$ cat config.mk
export PLATFORM = sky130hd
export DESIGN_NAME = systolic_wgt_ctrl
export DESIGN_NICKNAME = d
export VERILOG_FILES = /design/src/rtl/systolic_pkg.sv /design/src/rtl/skew_line.sv /design/src/rtl/systolic_wgt_ctrl.sv
export SDC_FILE = /design/constraint.sdc
export NUM_CORES = 1
export LEC_CHECK = 0
export BUFFER_PORTS_ARGS = -buffer_cell sky130_fd_sc_hd__clkbuf_2
export CORE_AREA = 3 3 82 142
export CTS_BUF_LIST = sky130_fd_sc_hd__clkbuf_4
export DETAILED_ROUTE_END_ITERATION = 16
export DIE_AREA = 0 0 85 145
export GPL_TIMING_DRIVEN = 0
export HOLD_SLACK_MARGIN = 0.02
export PLACE_DENSITY = 0.82
export REMOVE_ABC_BUFFERS = 1
export SYNTH_ARGS = -nofsm -noshare
export SYNTH_HDL_FRONTEND = slang
export SYNTH_SLANG_ARGS = --single-unit
$ cat constraint.sdc
create_clock -name clk -period 3.2 [get_ports clk]
set_clock_uncertainty 0.15 [all_clocks]
set_input_delay 0.16 -clock clk [delete_from_list [all_inputs] [get_ports clk]]
set_output_delay 0.16 -clock clk [all_outputs]
set_load 0.05 [all_outputs]
$ cat src/rtl/systolic_pkg.sv
// systolic_pkg: shared types and field layout for the weight-stationary array sequencer
package systolic_pkg;
  typedef enum logic [2:0] {S_IDLE, S_WAIT_W, S_LOAD, S_COMPUTE, S_DRAIN, S_DONE} state_t;
  localparam int A_W = 4;
  localparam int W_W = 8;
  localparam int ACC_W = 32;
  localparam int MULT_LSB = 0;
  localparam int MULT_W = 4;
  localparam int SHIFT_LSB = 4;
  localparam int SHIFT_W = 4;
endpackage

$ cat src/rtl/skew_line.sv
// skew_line: zero-reset shift register exposing its last TAPS stages (q[0] is the oldest-but-TAPS-1 stage)
module skew_line #(
  parameter int DEPTH = 1,
  parameter int WIDTH = 1,
  parameter int TAPS = 1
) (
  input  logic                        clk,
  input  logic                        rst_n,
  input  logic [WIDTH-1:0]            d,
  output logic [TAPS-1:0][WIDTH-1:0]  q
);
  logic [DEPTH-1:0][WIDTH-1:0] pipe;
  always_ff @(posedge clk or negedge rst_n) begin
    if (!rst_n) pipe <= '0;
    else begin
      pipe[0] <= d;
      for (int i = 1; i < DEPTH; i++) pipe[i] <= pipe[i-1];
    end
  end
  assign q = pipe[DEPTH-1 -: TAPS];
endmodule

$ cat src/rtl/systolic_wgt_ctrl.sv
// systolic_wgt_ctrl: per-job sequencer that loads PE weights, streams skewed activations and drains the grid
module systolic_wgt_ctrl
  import systolic_pkg::*;
#(
  parameter int ROWS = 4,
  parameter int COLS = 4,
  parameter int VEC_W = 16
) (
  input  logic                  clk,
  input  logic                  rst_n,
  input  logic                  start,
  input  logic [VEC_W-1:0]      num_vec,
  output logic                  busy,
  output logic                  done,
  output logic                  err,
  input  logic [8*COLS-1:0]     wt_data,
  input  logic                  wt_valid,
  output logic                  wt_ready,
  input  logic [4*ROWS-1:0]     act_data,
  input  logic                  act_valid,
  output logic                  act_ready,
  output logic                  arr_load_en,
  output logic [32*COLS-1:0]    arr_top_sum,
  output logic [4*ROWS-1:0]     arr_in_a,
  output logic [COLS-1:0]       res_valid
);
  localparam int BW = $clog2(ROWS + 1);
  localparam int DW = $clog2(ROWS + COLS + 1);
  state_t state, state_n;
  logic [VEC_W-1:0] nv, acc;
  logic [BW-1:0] beat;
  logic [DW-1:0] dcnt;
  logic accept_start, wt_fire, act_fire, last_beat, last_vec, drain_end, underrun;
  logic [A_W*ROWS-1:0] a_in;
  assign accept_start = state == S_IDLE && start;
  assign wt_ready = state == S_WAIT_W || state == S_LOAD;
  assign wt_fire = wt_ready && wt_valid;
  assign act_ready = state == S_COMPUTE && acc < nv;
  assign act_fire = act_ready && act_valid;
  assign underrun = state == S_LOAD && !wt_valid;
  assign last_beat = wt_fire && beat == BW'(ROWS - 1);
  assign last_vec = act_fire && acc == nv - VEC_W'(1);
  assign drain_end = state == S_DRAIN && dcnt == DW'(ROWS + COLS - 1);
  assign busy = state != S_IDLE;
  assign done = state == S_DONE;
  assign arr_load_en = wt_fire;
  // bubbles and idle cycles push zeros so the grid never sees stale nibbles
  assign a_in = act_fire ? act_data : '0;
  always_comb begin
    state_n = state;
    case (state)
      S_IDLE:           state_n = start ? S_WAIT_W : S_IDLE;
      S_WAIT_W, S_LOAD: state_n = underrun ? S_IDLE :
                                  last_beat ? (nv == '0 ? S_DONE : S_COMPUTE) :
                                  wt_fire ? S_LOAD : state;
      S_COMPUTE:        state_n = last_vec ? S_DRAIN : S_COMPUTE;
      S_DRAIN:          state_n = drain_end ? S_DONE : S_DRAIN;
      default:          state_n = S_IDLE;
    endcase
  end
  always_ff @(posedge clk or negedge rst_n) begin
    if (!rst_n) state <= S_IDLE;
    else state <= state_n;
  end
  always_ff @(posedge clk or negedge rst_n) begin
    if (!rst_n) begin
      nv <= '0;
      acc <= '0;
      beat <= '0;
      dcnt <= '0;
      err <= 1'b0;
    end else begin
      if (accept_start) begin
        nv <= num_vec;
        acc <= '0;
        beat <= '0;
        dcnt <= '0;
        err <= 1'b0;
      end
      if (underrun) err <= 1'b1;
      if (wt_fire) beat <= beat + 1'b1;
      if (act_fire) acc <= acc + 1'b1;
      if (state == S_DRAIN) dcnt <= dcnt + 1'b1;
    end
  end
  for (genvar c = 0; c < COLS; c++) begin : g_col
    assign arr_top_sum[c*ACC_W +: ACC_W] = wt_fire ? ACC_W'(wt_data[c*W_W +: W_W]) : '0;
  end
  for (genvar r = 0; r < ROWS; r++) begin : g_row
    skew_line #(.DEPTH(r + 1), .WIDTH(A_W), .TAPS(1)) u_skew (
      .clk(clk), .rst_n(rst_n), .d(a_in[r*A_W +: A_W]), .q(arr_in_a[r*A_W +: A_W])
    );
  end
  // valid travels with the wavefront: column c result emerges ROWS+c+1 cycles after accept
  skew_line #(.DEPTH(ROWS + COLS), .WIDTH(1), .TAPS(COLS)) u_vpipe (
    .clk(clk), .rst_n(rst_n), .d(act_fire), .q(res_valid)
  );
endmodule

* Word level (Yosys, flattened, before mapping)
Index checks and enable logic that the tools add are counted.
Storage, ports and cells: register bits 91, input bits 69, output and inout bits 154, word-level logic and storage cells 77
Operators by class: add/subtract/negate cells 4, magnitude comparators 1, equality and inequality tests 9, mux-type cells 21, reductions and logical operators 18
Operators by type and width (count):
- $mux 16 | 3
- $mux 8 | 4
- $mux 3 | 7
- $add 16x1->16 const B | 1
- $eq 16x16->1 | 1
- $logic_not 16->1 | 1
- $lt 16x16->1 | 1
- $sub 16x1->16 const B | 1
- $pmux 3 s4 | 1
- $eq 3x2->1 const B | 3
- $logic_and 1x1->1 | 8
- $mux 4 | 2
- $reduce_bool 2->1 | 4
- $eq 3x3->1 const B | 2
- $add 4x1->4 const B | 1
- $eq 4x3->1 const B | 1
- $mux 1 | 4
- $ne 4x4->1 const B | 1
- $add 3x1->3 const B | 1
- $eq 3x1->1 const B | 1
- $logic_not 3->1 | 1
- $reduce_bool 3->1 | 1
- $reduce_or 2->1 | 1
- $logic_not 1->1 | 1
- $logic_or 1x1->1 | 1

* Logic depth before layout (Yosys ltp)
Gate-level depths: netlist of run 1.
depth in word-level cells 7, mapped depth 11, gate-level depth less buffers 10

* Cells and area by module
A second synthesis of run 1 with hierarchy kept.
Unflattened totals: cells, all modules 559, area, all modules 5371.4 µm²
By module, submodules not included:
- systolic_wgt_ctrl | times used 1, cells each 495, area each 4050.1 µm², seq. area each 1076.0 µm²
- skew_line at g_row[1].u_skew ... | times used 2, cells each 12, area each 230.2 µm², seq. area each 200.2 µm²
- skew_line at g_row[3].u_skew | times used 1, cells each 20, area each 430.4 µm², seq. area each 400.4 µm²
- skew_line at g_row[2].u_skew | times used 1, cells each 16, area each 330.3 µm², seq. area each 300.3 µm²
- skew_line at g_row[0].u_skew | times used 1, cells each 4, area each 100.1 µm², seq. area each 100.1 µm²

* Worst setup path after synthesis of run 1
Ideal clock, no wire load.
path kind flip-flop to flip-flop, from register nv[9], to register acc[15], setup time 140 ps, arrival time 2376 ps, required time 2910 ps, slack 535 ps, cell stages (with the launch flop) 11, buffers on the path 1, clock period less this slack 2665 ps, path through dfrtp_1 -> inv_1 -> ha_1 -> a21o_1 -> a221oi_1 -> a21o_1 -> a31oi_1 -> or2_1 -> clkbuf_1 -> o311ai_0 -> o41ai_1
On the way: word-level cells in the longest chain between the ends 4, elaborated cells between the ends (all ways) 5, classes of those cells 1 x order compare; 1 x mux; 3 x reduce/logical
Ends and longest elaborated chain:
- from (decl) | RTL line systolic_wgt_ctrl.sv:30 | logic [VEC_W-1:0] nv, acc;
- from (signal assigned) | RTL line systolic_wgt_ctrl.sv:74 | nv <= num_vec;
- $lt 16x16->1 (*) | RTL line systolic_wgt_ctrl.sv:38 | assign act_ready = state == S_COMPUTE && acc < nv;
- $logic_and 1x1->1 (*) | RTL line systolic_wgt_ctrl.sv:38
- $logic_and 1x1->1 (*) | RTL line systolic_wgt_ctrl.sv:39 | assign act_fire = act_ready && act_valid;
- $mux 16 / $reduce_bool 2->1 (equally long branches)
- to (signal assigned) | RTL line systolic_wgt_ctrl.sv:82 | if (act_fire) acc <= acc + 1'b1;
- to (decl) | RTL line systolic_wgt_ctrl.sv:30
Every way passes the cells marked *; elsewhere a longest branch is shown, timed or not. A chain may end at the register's enable or synchronous reset.

* Worst setup path in the final report of run 1
from register nv[9], to output port act_ready
On the way: word-level cells in the longest chain between the ends 2
Ends and longest elaborated chain:
- $lt 16x16->1 | RTL line systolic_wgt_ctrl.sv:38
- $logic_and 1x1->1 | RTL line systolic_wgt_ctrl.sv:38
- to (decl) | RTL line systolic_wgt_ctrl.sv:21 | output logic act_ready,
Every way passes these cells.

==> results of run 1 <==
[flip-flops by register name (all words and copies together), names as in the netlist]
register,count
u_vpipe.pipe,4
dcnt,4
u_vpipe.q,4
state,3
beat,3
nv,16
err,1
acc,16
g_row.u_skew.q,16
g_row.u_skew.pipe,24
[worst max-delay path: cells and delay by family, from the launching register on]
kind | cells | cell delay [ps]
buffers and inverters | 2 | 380
adder cells (fa/ha/maj) | 1 | 330
flip-flops | 1 | 520
AO/OA/AOI/OAI | 4 | 790
AND/OR/NAND/NOR | 1 | 250
[per-layer routing]
metal / vias up / global-route usage
met5: - / 0
met4: 0 / 0.0626
met3: 15 / 0.0426
met2: 189 / 0.364
met1: 1947 / 0.219
li1: 1941 / -
[synth_stat cells, types with 12 or more instances]
master    count  share of area
buf_4       112           0.16
dfrtp_1      91           0.43
nand2_1      46          0.033
and3_1       39          0.046
o21ai_0      37          0.035
inv_1        25          0.018
ha_1         21          0.050
nor2_1       19          0.014
and2_1       18          0.021
nand3_1      18          0.017
clkbuf_1     17          0.012
xnor2_1      12          0.020
[repair_timing]
action | in CTS | in global routing
hold buffers | 36 | 0
endpoints found under the hold margin | 126 | 0
resized for setup | 5 | 2
setup endpoints to repair | 29 | 3
[worst min path at each step]
stage | startpoint | end | slack, ps
global route | rst_n | u_vpipe.q[2] | 80
finish | rst_n | u_vpipe.q[2] | 90
CTS | rst_n | u_vpipe.q[2] | 80
floorplan | rst_n | acc[0] | -290
detailed placement | rst_n | u_vpipe.q[3] | -20
global placement | g_row[1].u_skew.pipe[3] | g_row[1].u_skew.q[3] | 180
[area by class of cell]
class | instances | area share
Clock buffer | 9 | 0.0111
Multi-Input combinational cell | 401 | 0.384
Timing Repair Buffer | 164 | 0.171
Sequential cell | 91 | 0.375
Tap cell | 130 | 0.0268
Inverter | 26 | 0.0169
Clock inverter | 7 | 0.0154
[logic make-up (layout without fill, tap and decap cells)]
group	count (synthesis)	in the layout
DFF	91	91
buffers and inverters	159	206
adders and majority gates	21	21
and+or+nand+nor	182	182
muxes	3	3
xor gates and xnor gates	22	22
other	1	96
AOI/OAI and AO/OA	77	77
[report_power, final]
part / internal, mW / total, mW / switching, mW
logic: 0.137 / 0.542 / 0.405
clock network: 0.196 / 0.666 / 0.470
registers: 1.21 / 1.27 / 0.0649
[per-stage QoR]
step                      hold WS, ps  TNS (ps)  setup slack, ps   util
after floorplan                  -286         0             76.6      -
after global placement            182     -5290             -432  0.513
after detailed placement        -20.7     -7780             -516  0.517
after CTS                        80.1         0             17.0  0.567
after global routing             84.1     -7.90            -7.90  0.568
final                            86.8         0              178  0.568
==> results.md, run 1 <==
- Status: finished clean
- Warning count from the yosys run: 0
- Grt total ovfl: 0
- Critical-path cell list: inv_1 -> ha_1 -> a21o_1 -> a221oi_2 -> a21o_1 -> a31oi_2 -> nor2b_2 -> clkbuf_4
- Layout cells sized above 1: 0.226
- Drc violations: 0
- Worst Hold Class: input pin to async pin
- Total power: 2.48 mW
- EDFF count, synth: 0
- Post-synthesis adder-cell area fraction: 0.0500
- Core Box Area: approximately 11000 um^2
- Synth-to-Final Area Change: 15.6%
- Final Hold Fails: 0
- Syn_area_per_cell: about 9.5 um^2
- Die Y: 145 um
- Clk slew on worst S/H paths: approximately 160 ps
- Fin cells: 828
- Synthesized cell area: around 5300 um^2
- Met1 WL: about 4300 um
- NumNets Final: between 700 and 800
- Gpl congestion: 0.878
- Max Slew Vio Count: 0
- CP Capture Type: primary output
- HPWL Detailed: around 9300 um
- Fin crit share: 0.944
- Vias in the first global route: a little over 4000
- WL met2: 6710 um
- DR iter-0 viols: roughly 210
- Ant diodes: 0
- WL met3: slightly above 900 um
- Setup crit start kind: flop
- Top fanout value on the critical path: 5
- Post-Synth Simple-Gate Area: 0.189
- WP data required: around 2900 ps
- Fin crit period: between 3000 and 4000 ps
- Max clock buf depth: 2
- CP Launch Point: nv[9]
- GRT Total Usage: 0.197
- Clk_lat worst skew: around 470 ps
- Top routing layer used: met4
- CTS tree: yes
- Kind of critical path: flop to primary output
- Slowest-stage cell, CP: dfrtp_1
- R2R Path End: state[1]
- Drt total wl: roughly 12000 um
- Crit path top cell by count: a21o_1
- Most frequent cells in the layout: 124 x clkbuf_2, 96 x conb_1, 91 x dfrtp_1, 46 x nand2_1, 39 x and3_1
- Most common cell after layout, fill and taps aside: clkbuf_2
- Placed Area: 5530 um^2
- Distinct cells, synth: 50
- I/O pins: 223
- Vias per inst: 4.94
- Post-Synthesis Cells: roughly 560
- Maximum vdd drop: 231 uV
- Worst slew pin tran: about 1100 ps
- Synth Flop Type: dfrtp_1
- Floorplan row count: 50
- Final setup viols: 0
- Yosys reg bits: between 90 and 100
- Sequential-to-total area share from yosys stat: 0.433
- Root Buffer Master: clkbuf_4
- Placed insts: about 780
- # clock sinks: between 90 and 100
- FF+latch area: between 2000 and 2500 um^2
- Worst R2R Start: nv[9]
- Max_cap viols: 0
- R2r setup slk: between 200 and 300 ps
- Worst R2R Path Depth: 10
- Vias after detailed routing: 4092
- Area of the die: approximately 12000 um^2
- Leakage: approximately 3.3 nW
- Wirelength per Cell: between 10 and 15 um
- Worst EP arrival: roughly 2700 ps
- First-pass GRT wire length: around 20000 um
- Fill count: ~960
- Final Cell Area: around 6100 um^2
- # port buffers: ~130
- H-tree Lvls: 3
- Initial antenna violation count: 0
- Largest net degree at the start of global routing: 67
- Max Freq: between 0.3 and 0.4 GHz
- Max stage delay on crit path: around 520 ps
- XOR/XNOR Fraction of Synth Area: 0.0366
- CTS Buf Count: 9
- Async SR Flop Fraction: 1.00
- Main combinational cell family by area after synthesis: buffers and inverters
- Worst Setup EP: act_ready
- Die X-Extent: around 85 um
- Multi-input gate area: ~2300 um^2
- DR pass1 iterations: 4
- Complex-gate fraction of the synthesized area: 0.0902
- Setup bufs post-CTS: 0
- Post-route ant nets: 0
- Initial core utilization: 0.492
- Slew HR: 0.282
- Mux cell area share after synthesis: 0.00571
- Pwr dens: 408 nW/um^2
Note: power is estimated with default switching activity, not from simulation.
==> run 2, diff against run 1 <==
--- a/config.mk
+++ b/config.mk
@@ -5,14 +5,16 @@
 export SDC_FILE = /design/constraint.sdc
 export NUM_CORES = 1
 export LEC_CHECK = 0
+export ABC_AREA = 1
 export BUFFER_PORTS_ARGS = -buffer_cell sky130_fd_sc_hd__clkbuf_2
-export CORE_AREA = 3 3 82 142
+export CAP_MARGIN = 10
+export CORE_AREA = 3 3 88 152
 export CTS_BUF_LIST = sky130_fd_sc_hd__clkbuf_4
 export DETAILED_ROUTE_END_ITERATION = 16
-export DIE_AREA = 0 0 85 145
+export DIE_AREA = 0 0 91 155
 export GPL_TIMING_DRIVEN = 0
 export HOLD_SLACK_MARGIN = 0.02
-export PLACE_DENSITY = 0.82
+export PLACE_DENSITY = 0.74
 export REMOVE_ABC_BUFFERS = 1
 export SYNTH_ARGS = -nofsm -noshare
 export SYNTH_HDL_FRONTEND = slang
==> run 2 against run 1 <==
- fmax up 6.5%
- synthesized area up 4.0%
- sequential share of layout area down 1.3 points
- highest routed layer unchanged
- clock power down 0.9%
- hold slack better by 16 ps
==> results.md, run 2 <==
- Kind of critical path: flop to primary output (unchanged)
- Largest net degree at the start of global routing: 48 (was 67)
- Post-Synthesis Cells: 665 (was 556)
- CTS tree: yes (unchanged)
- Worst EP arrival: 2530 ps (was 2710 ps)
- Post-Synth Simple-Gate Area: 0.208 (was 0.189)
- Wirelength per Cell: 12.6 um (was 14.7 um)
- Yosys top cell by area: dfrtp_1 (unchanged)
- Vias per inst: 4.39 (was 4.94)
- Initial antenna violation count: 1 (was 0)
- Vias after detailed routing: 4295 (was 4092)
- Root Buffer Master: clkbuf_4 (unchanged)
- Clk slew on worst S/H paths: 140 ps (was 160 ps)
- Max Freq: 0.352 GHz (was 0.331 GHz)
- Final setup viols: 0 (unchanged)
- NumNets Final: 898 (was 783)
- Warning count from the yosys run: 0 (unchanged)
- HPWL Detailed: 9760 um (was 9340 um)
- H-tree Lvls: 3 (unchanged)
- I/O pins: 223 (unchanged)
- Clk_lat worst skew: 440 ps (was 470 ps)
- Top fanout value on the critical path: 35 (was 5)
- Yosys reg bits: 91 (unchanged)
- Drc violations: 0 (unchanged)
- Most frequent cells in the layout: 125 x clkbuf_2, 99 x nand2_1, 96 x inv_1, 96 x conb_1, 91 x dfrtp_1 (was 124 x clkbuf_2, 96 x conb_1, 91 x dfrtp_1, 46 x nand2_1, 39 x and3_1)
- Top-count cell post-synth: buf_4 (unchanged)
- Grt total ovfl: 0 (unchanged)
- Initial core utilization: 0.448 (was 0.492)
- Floorplan row count: 53 (was 50)
- R2r setup slk: 400 ps (was 280 ps)
- Max_cap viols: 0 (unchanged)
- EDFF count, synth: 0 (unchanged)
- Worst slew pin tran: 1030 ps (was 1080 ps)
- Main combinational cell family by area after synthesis: buffers and inverters (unchanged)
- Max Slew Vio Count: 0 (unchanged)
- Reg with most FFs: g_row.u_skew.pipe (unchanged)
- Synthesized cell area: 5470 um^2 (was 5260 um^2)
- RSZ-0062 raised after global routing: no
- Pwr dens: 731 nW/um^2 (was 408 nW/um^2)
- Met2 Use GR: 0.343 (was 0.364)
- Sequential-to-total area share from yosys stat: 0.416 (was 0.433)
- Complex-gate fraction of the synthesized area: 0.0656 (was 0.0902)
- Async SR Flop Fraction: 1.00 (unchanged)
- Top cell type's share of synthesized area: 0.416 (was 0.433)
- Status: finished clean (unchanged)
- Post-synth top cells: 112 x buf_4, 100 x nand2_1, 96 x inv_1, 91 x dfrtp_1, 77 x nor2_1 (was 112 x buf_4, 91 x dfrtp_1, 46 x nand2_1, 39 x and3_1, 37 x o21ai_0)
- WP data required: 2890 ps (about the same)
- GRT busiest layer: met2 (unchanged)
- Mux cell area share after synthesis: 0 (was 0.00571)
- Setup crit start kind: flop (unchanged)
- Leakage: 3.59 nW (was 3.32 nW)
- Core Box Area: 12200 um^2 (was 10700 um^2)
- Layout cells sized above 1: 0.219 (was 0.226)
- Fin crit share: 0.887 (was 0.944)
- M1 GR Usage: 0.187 (was 0.219)
- Max clock buf depth: 2 (unchanged)
- Worst setup margin: 361 ps (was 178 ps)
- Area of the die: 14100 um^2 (was 12300 um^2)
- Post-synthesis adder-cell area fraction: 0.0480 (was 0.0500)
- DR pass1 iterations: 4 (unchanged)
- Setup bufs post-CTS: 0 (unchanged)
- Synth Flop Type: dfrtp_1 (unchanged)
- First-pass GRT wire length: 20000 um (was 19400 um)
- Distinct cells, synth: 36 (was 50)
- Main area contributors after synthesis: dfrtp_1 42%, buf_4 15%, nand2_1 6.9% (was dfrtp_1 43%, buf_4 16%, ha_1 5.0%)
- Met3 Use GR: 0.0290 (was 0.0426)
- Worst Hold Class: input pin to flop (was input pin to async pin)
- Drt total wl: 12300 um (was 12200 um)
- Post-route ant nets: 0 (unchanged)
- Most common cell after layout, fill and taps aside: clkbuf_2 (unchanged)
- Synth-to-Final Area Change: 15.2% (was 15.6%)
- # port buffers: 126 (unchanged)
- Setup TNS: 0 ps (unchanged)
- Die X-Extent: 91 um (was 85 um)
- Gpl congestion: 0.901 (was 0.878)
- Pre-CTS WS: 83.5 ps (was -516 ps)
- DR iter-0 viols: 146 (was 213)
- Die Y: 155 um (was 145 um)
- Vias in the first global route: 4207 (was 4024)
- XOR/XNOR Fraction of Synth Area: 0.0288 (was 0.0366)
- Final Hold Fails: 0 (unchanged)
- # clock sinks: 91 (unchanged)
- CTS Buf Count: 9 (unchanged)
- Syn_area_per_cell: 8.23 um^2 (was 9.46 um^2)
- Fin crit period: 2840 ps (was 3020 ps)
- Maximum vdd drop: 316 uV (was 231 uV)
- Slew HR: 0.309 (was 0.282)
- CP Capture Type: primary output (unchanged)
- GRT Total Usage: 0.177 (was 0.197)
- Largest register FFs: 24 (unchanged)
==> run 2: routing by layer <==
| metal | vias up | wire [um] |
|---|---|---|
| met1 | 1975 | 4330 |
| met3 | 22 | 757 |
| met5 | - | 0 |
| met2 | 157 | 6880 |
| li1 | 2141 | - |
| met4 | 0 | 329 |
==> run 2: timing repair <==
item	4_1_cts	5_1_grt
endpoints found under the setup margin	0	15
endpoints found under the hold margin	81	0
resized for setup	0	2
hold buffers	34	0
==> run 2: kinds of logic (layout without fill, tap and decap cells) <==
group / Yosys count / count (layout)
xor+xnor: 18 / 18
fa+ha+maj: 21 / 21
buf+inv: 225 / 278
flops: 91 / 91
simple gates: 249 / 249
other cells: 1 / 97
compound gates: 60 / 60
==> run 2: worst max-delay path, cell delays in order, from the launching register on <==
cell and delay, ps:
dfrtp_1 450, nor2_1 110, nand2_1 70, nand2_1 150
nand2_1 610, nor2_1 360, clkbuf_2 330
==> run 2: where the power goes <==
part / switching, mW / internal, mW / leakage [nW] / total, mW
clock: 0.403 / 0.257 / 0.0780 / 0.660
sequential: 0.196 / 1.38 / 1.23 / 1.58
combinational: 1.77 / 0.597 / 2.29 / 2.37
==> run 2: area by class of cell <==
class                   instances  area, um^2
flip-flops and latches         91        2280
repair buffers                161        1000
clock inverters                 6        72.6
inverters                     101         379
fillers                      1170        5900
clock buffers                  10        75.1
multi-input cells             444        2290
diodes                          1        2.50
well taps                     165         206
==> run 2: final timing paths <==
kind | depth (start not counted) | end | start
min in group asynchronous | 2 | g_row[2].u_skew.q[3] | rst_n
min reg2reg | 0 | u_vpipe.q[0] | u_vpipe.pipe[3]
max in group asynchronous | 3 | g_row[3].u_skew.pipe[5] | rst_n
min | 3 | g_row[1].u_skew.pipe[1] | act_valid
max | 6 | arr_top_sum[101] | state[1]
max reg2reg | 11 | state[0] | acc[11]
==> run 2: per-stage QoR <==
step           utilization  hold WS, ps  instance area [um^2]  std cells  power [mW]
3_3_place_gp         0.473          181                  5770        927        3.91
6_report             0.516          102                  6300        979        4.61
3_5_place_dp         0.475          116                  5800        928        3.95
2_1_floorplan            -         -286                  4930        636        3.40
4_1_cts              0.515          100                  6290        978        4.65
5_1_grt              0.516          122                  6300        979        4.97
==> run 3, diff against run 2 <==
--- a/config.mk
+++ b/config.mk
@@ -8,14 +8,15 @@
 export ABC_AREA = 1
 export BUFFER_PORTS_ARGS = -buffer_cell sky130_fd_sc_hd__clkbuf_2
 export CAP_MARGIN = 10
-export CORE_AREA = 3 3 88 152
+export CORE_AREA = 3 3 87 151
 export CTS_BUF_LIST = sky130_fd_sc_hd__clkbuf_4
 export DETAILED_ROUTE_END_ITERATION = 16
-export DIE_AREA = 0 0 91 155
+export DIE_AREA = 0 0 90 154
 export GPL_TIMING_DRIVEN = 0
 export HOLD_SLACK_MARGIN = 0.02
-export PLACE_DENSITY = 0.74
+export PLACE_DENSITY = 0.75
 export REMOVE_ABC_BUFFERS = 1
 export SYNTH_ARGS = -nofsm -noshare
 export SYNTH_HDL_FRONTEND = slang
+export SYNTH_HIERARCHICAL = 1
 export SYNTH_SLANG_ARGS = --single-unit
==> run 3 against run 2 <==
- sequential power barely moved
- utilization hardly changed
- die area shrank 1.7%
- sequential cell count is the same
- non-clock buffer count up 2
- count of clock-buffer cells in the layout fell by 1
- synthesized cell count shrank 1.8%
- first-iteration DRC count grew 77%
- power fell by 0.36%
- worst setup slack got worse by 61 ps
- combinational power about the same
- highest routed layer unchanged
==> results.md, run 3 <==
- Core Box Area: 12100 um^2 (was 12200 um^2)
- DR iter-0 viols: 258 (was 146)
- Placed Area: 5730 um^2 (was 5800 um^2)
- Die X-Extent: 90 um (was 91 um)
- Hold slack: 36.8 ps (was 102 ps)
- Critical-path cell list: inv_1 -> nand3_1 -> nand2_1 -> nand2_1 -> nor2_1 -> clkbuf_2 (was nor2_1 -> nand2_1 -> nand2_1 -> nand2_1 -> nor2_1 -> clkbuf_2)
- Worst setup margin: 301 ps (was 361 ps)
- Warning count from the yosys run: 6 (was 0)
- Slew HR: 0.327 (was 0.309)
- Max Freq: 0.345 GHz (was 0.352 GHz)
- Fin cells: 971 (was 979)
- Pre-CTS WS: 236 ps (was 83.5 ps)
- Most common cell after layout, fill and taps aside: clkbuf_2 (unchanged)
- Wirelength per Cell: 13.5 um (was 12.6 um)
- Max Slew Vio Count: 0 (unchanged)
- Main area contributors after synthesis: dfrtp_1 42%, buf_4 16%, inv_1 6.7% (was dfrtp_1 42%, buf_4 15%, nand2_1 6.9%)
- Largest net degree at the start of global routing: 59 (was 48)
- WP data required: 2890 ps (about the same)
- Crit path top cell by count: nand2_1 (unchanged)
- Setup TNS: 0 ps (unchanged)
- Vias per inst: 4.48 (was 4.39)
- Post-route ant nets: 0 (unchanged)
- DR pass1 iterations: 5 (was 4)
- Die Y: 154 um (was 155 um)
- Synthesized cell area: 5400 um^2 (was 5470 um^2)
- First-pass GRT wire length: 20200 um (was 20000 um)
- # port buffers: 126 (unchanged)
- Gpl congestion: 0.871 (was 0.901)
- Drc violations: 0 (unchanged)
- Initial core utilization: 0.448 (about the same)
- HPWL Detailed: 10500 um (was 9760 um)
- Placed insts: 918 (was 928)
- GRT Total Usage: 0.189 (was 0.177)
- Vias after detailed routing: 4351 (was 4295)
- Top fanout value on the critical path: 35 (unchanged)
- Root Buffer Master: clkbuf_4 (unchanged)
- Max stage delay on crit path: 570 ps (was 610 ps)
- H-tree Lvls: 3 (unchanged)
- Worst Hold Class: input pin to async pin (was input pin to flop)
- I/O pins: 223 (unchanged)
- CP Capture Type: primary output (unchanged)
- Final Cell Area: 6230 um^2 (was 6300 um^2)
- CTS Buf Count: 9 (unchanged)
- Max_cap viols: 0 (unchanged)
- Worst slew pin tran: 1010 ps (was 1030 ps)
- Fin crit share: 0.906 (was 0.887)
- Synth-to-Final Area Change: 15.3% (was 15.2%)
- Layout Utilization: 0.516 (about the same)
- Slowest-stage cell, CP: nand2_1 (unchanged)
- Setup crit start kind: flop (unchanged)
- CTS tree: yes (unchanged)
- Max clock buf depth: 2 (unchanged)
- Buf/Inv on CP: 2 (was 1)
- Area of the die: 13900 um^2 (was 14100 um^2)
- Maximum vdd drop: 211 uV (was 316 uV)
- Post-Synthesis Cells: 653 (was 665)
- RSZ-0062 raised after global routing: no (unchanged)
- Clk_lat worst skew: 470 ps (was 440 ps)
- Layout cells sized above 1: 0.204 (was 0.219)
- Total power: 4.59 mW (was 4.61 mW)
- Post-synth top cells: 112 x buf_4, 97 x inv_1, 96 x nand2_1, 91 x dfrtp_1, 88 x nor2_1 (was 112 x buf_4, 100 x nand2_1, 96 x inv_1, 91 x dfrtp_1, 77 x nor2_1)
- Pwr dens: 737 nW/um^2 (was 731 nW/um^2)
- Fin crit period: 2900 ps (was 2840 ps)
- Vias in the first global route: 4028 (was 4207)
- Async SR Flop Fraction: 1.00 (unchanged)
- Yosys reg bits: 91 (unchanged)
- Syn_area_per_cell: 8.27 um^2 (was 8.23 um^2)
- NumNets Final: 890 (was 898)
- Drt total wl: 13200 um (was 12300 um)
- Final setup viols: 0 (unchanged)
- Clk slew on worst S/H paths: 170 ps (was 140 ps)
- Leakage: 3.56 nW (was 3.59 nW)
- Final Hold Fails: 0 (unchanged)
- Floorplan row count: 53 (unchanged)
- Initial antenna violation count: 1 (unchanged)
- Top cell type's share of synthesized area: 0.422 (was 0.416)
- Largest register FFs: 24 (unchanged)
- Status: finished clean (unchanged)
- Most frequent cells in the layout: 125 x clkbuf_2, 97 x inv_1, 96 x conb_1, 95 x nand2_1, 91 x dfrtp_1 (was 125 x clkbuf_2, 99 x nand2_1, 96 x inv_1, 96 x conb_1, 91 x dfrtp_1)
- # clock sinks: 91 (unchanged)
- Top-count cell post-synth: buf_4 (unchanged)
- Reg with most FFs: g_row.u_skew/pipe (was g_row.u_skew.pipe)
- Setup bufs post-CTS: 0 (unchanged)
- CP top delay family: simple AND/OR/NAND/NOR gates (unchanged)
- Sequential-to-total area share from yosys stat: 0.422 (was 0.416)
- Synth Flop Type: dfrtp_1 (unchanged)
- Yosys top cell by area: dfrtp_1 (unchanged)
- Worst EP arrival: 2590 ps (was 2530 ps)
- Grt total ovfl: 0 (unchanged)
- Kind of critical path: flop to primary output (unchanged)
- Distinct cells, synth: 38 (was 36)
- EDFF count, synth: 0 (unchanged)
==> run 3: cell types whose count changed in the layout (fill, tap and decap cells not counted), moves of 4 or more <==
| cell | change |
|---|---|
| a21oi_1 | +5 |
| nand2_1 | -4 |
| nand3_1 | -7 |
| nor2_1 | +11 |
| nor2_2 | -6 |
| o21ai_0 | +7 |
| xnor2_1 | +6 |
| xor2_1 | -5 |
==> run 3: final timing paths <==
path / from / to / slack (ps) / depth (start not counted)
worst max register to register: nv[11] / acc[1] / 310 / 11
worst max-delay path: state[2] / arr_top_sum[6] / 300 / 6
worst min register to register: g_row[3].u_skew/pipe[1] / g_row[3].u_skew/pipe[5] / 200 / 0
min in group clk: start / dcnt[2] / 120 / 4
max in group asynchronous: rst_n / nv[4] / 2190 / 3
worst min-delay path: rst_n / g_row[1].u_skew/q[3] / 40 / 2
==> run 3: area by class of cell <==
class / instances / area [um^2]
Fill cell: 1204 / 5840
Sequential cell: 91 / 2280
Multi-Input combinational cell: 436 / 2220
Timing Repair Buffer: 163 / 1020
Inverter: 99 / 372
Tap cell: 165 / 206
Clock buffer: 9 / 67.6
Clock inverter: 7 / 66.3
Antenna cell: 1 / 2.50
==> run 3: routing by layer <==
metal  vias up  track usage  part of all wire
met1      2006        0.229              0.40
met4         0       0.0723             0.023
met5         -            0                 0
met2       221        0.331              0.51
li1       2099            -                 -
met3        25       0.0343             0.073
==> run 3: power breakdown <==
group	switching [mW]	internal [mW]	leakage, nW
Clock	0.443	0.181	0.0689
Combinational	1.74	0.634	2.26
Sequential	0.201	1.39	1.23
==> run 3: logic make-up after synthesis <==
| kind of cell | after synthesis | synth area share |
|---|---|---|
| AND/OR/NAND/NOR | 233 | 0.190 |
| other | 1 | 0.000694 |
| adder cells (fa/ha/maj) | 21 | 0.0486 |
| AO/OA/AOI/OAI | 66 | 0.0697 |
| buffers and inverters | 221 | 0.235 |
| XOR/XNOR | 20 | 0.0350 |
| flip-flops | 91 | 0.422 |
==> run 3: repair_timing <==
item	in CTS	in global routing
hold endpoints to repair	130	0
resized for setup	0	1
hold buffers	36	0
setup endpoints to repair	0	2
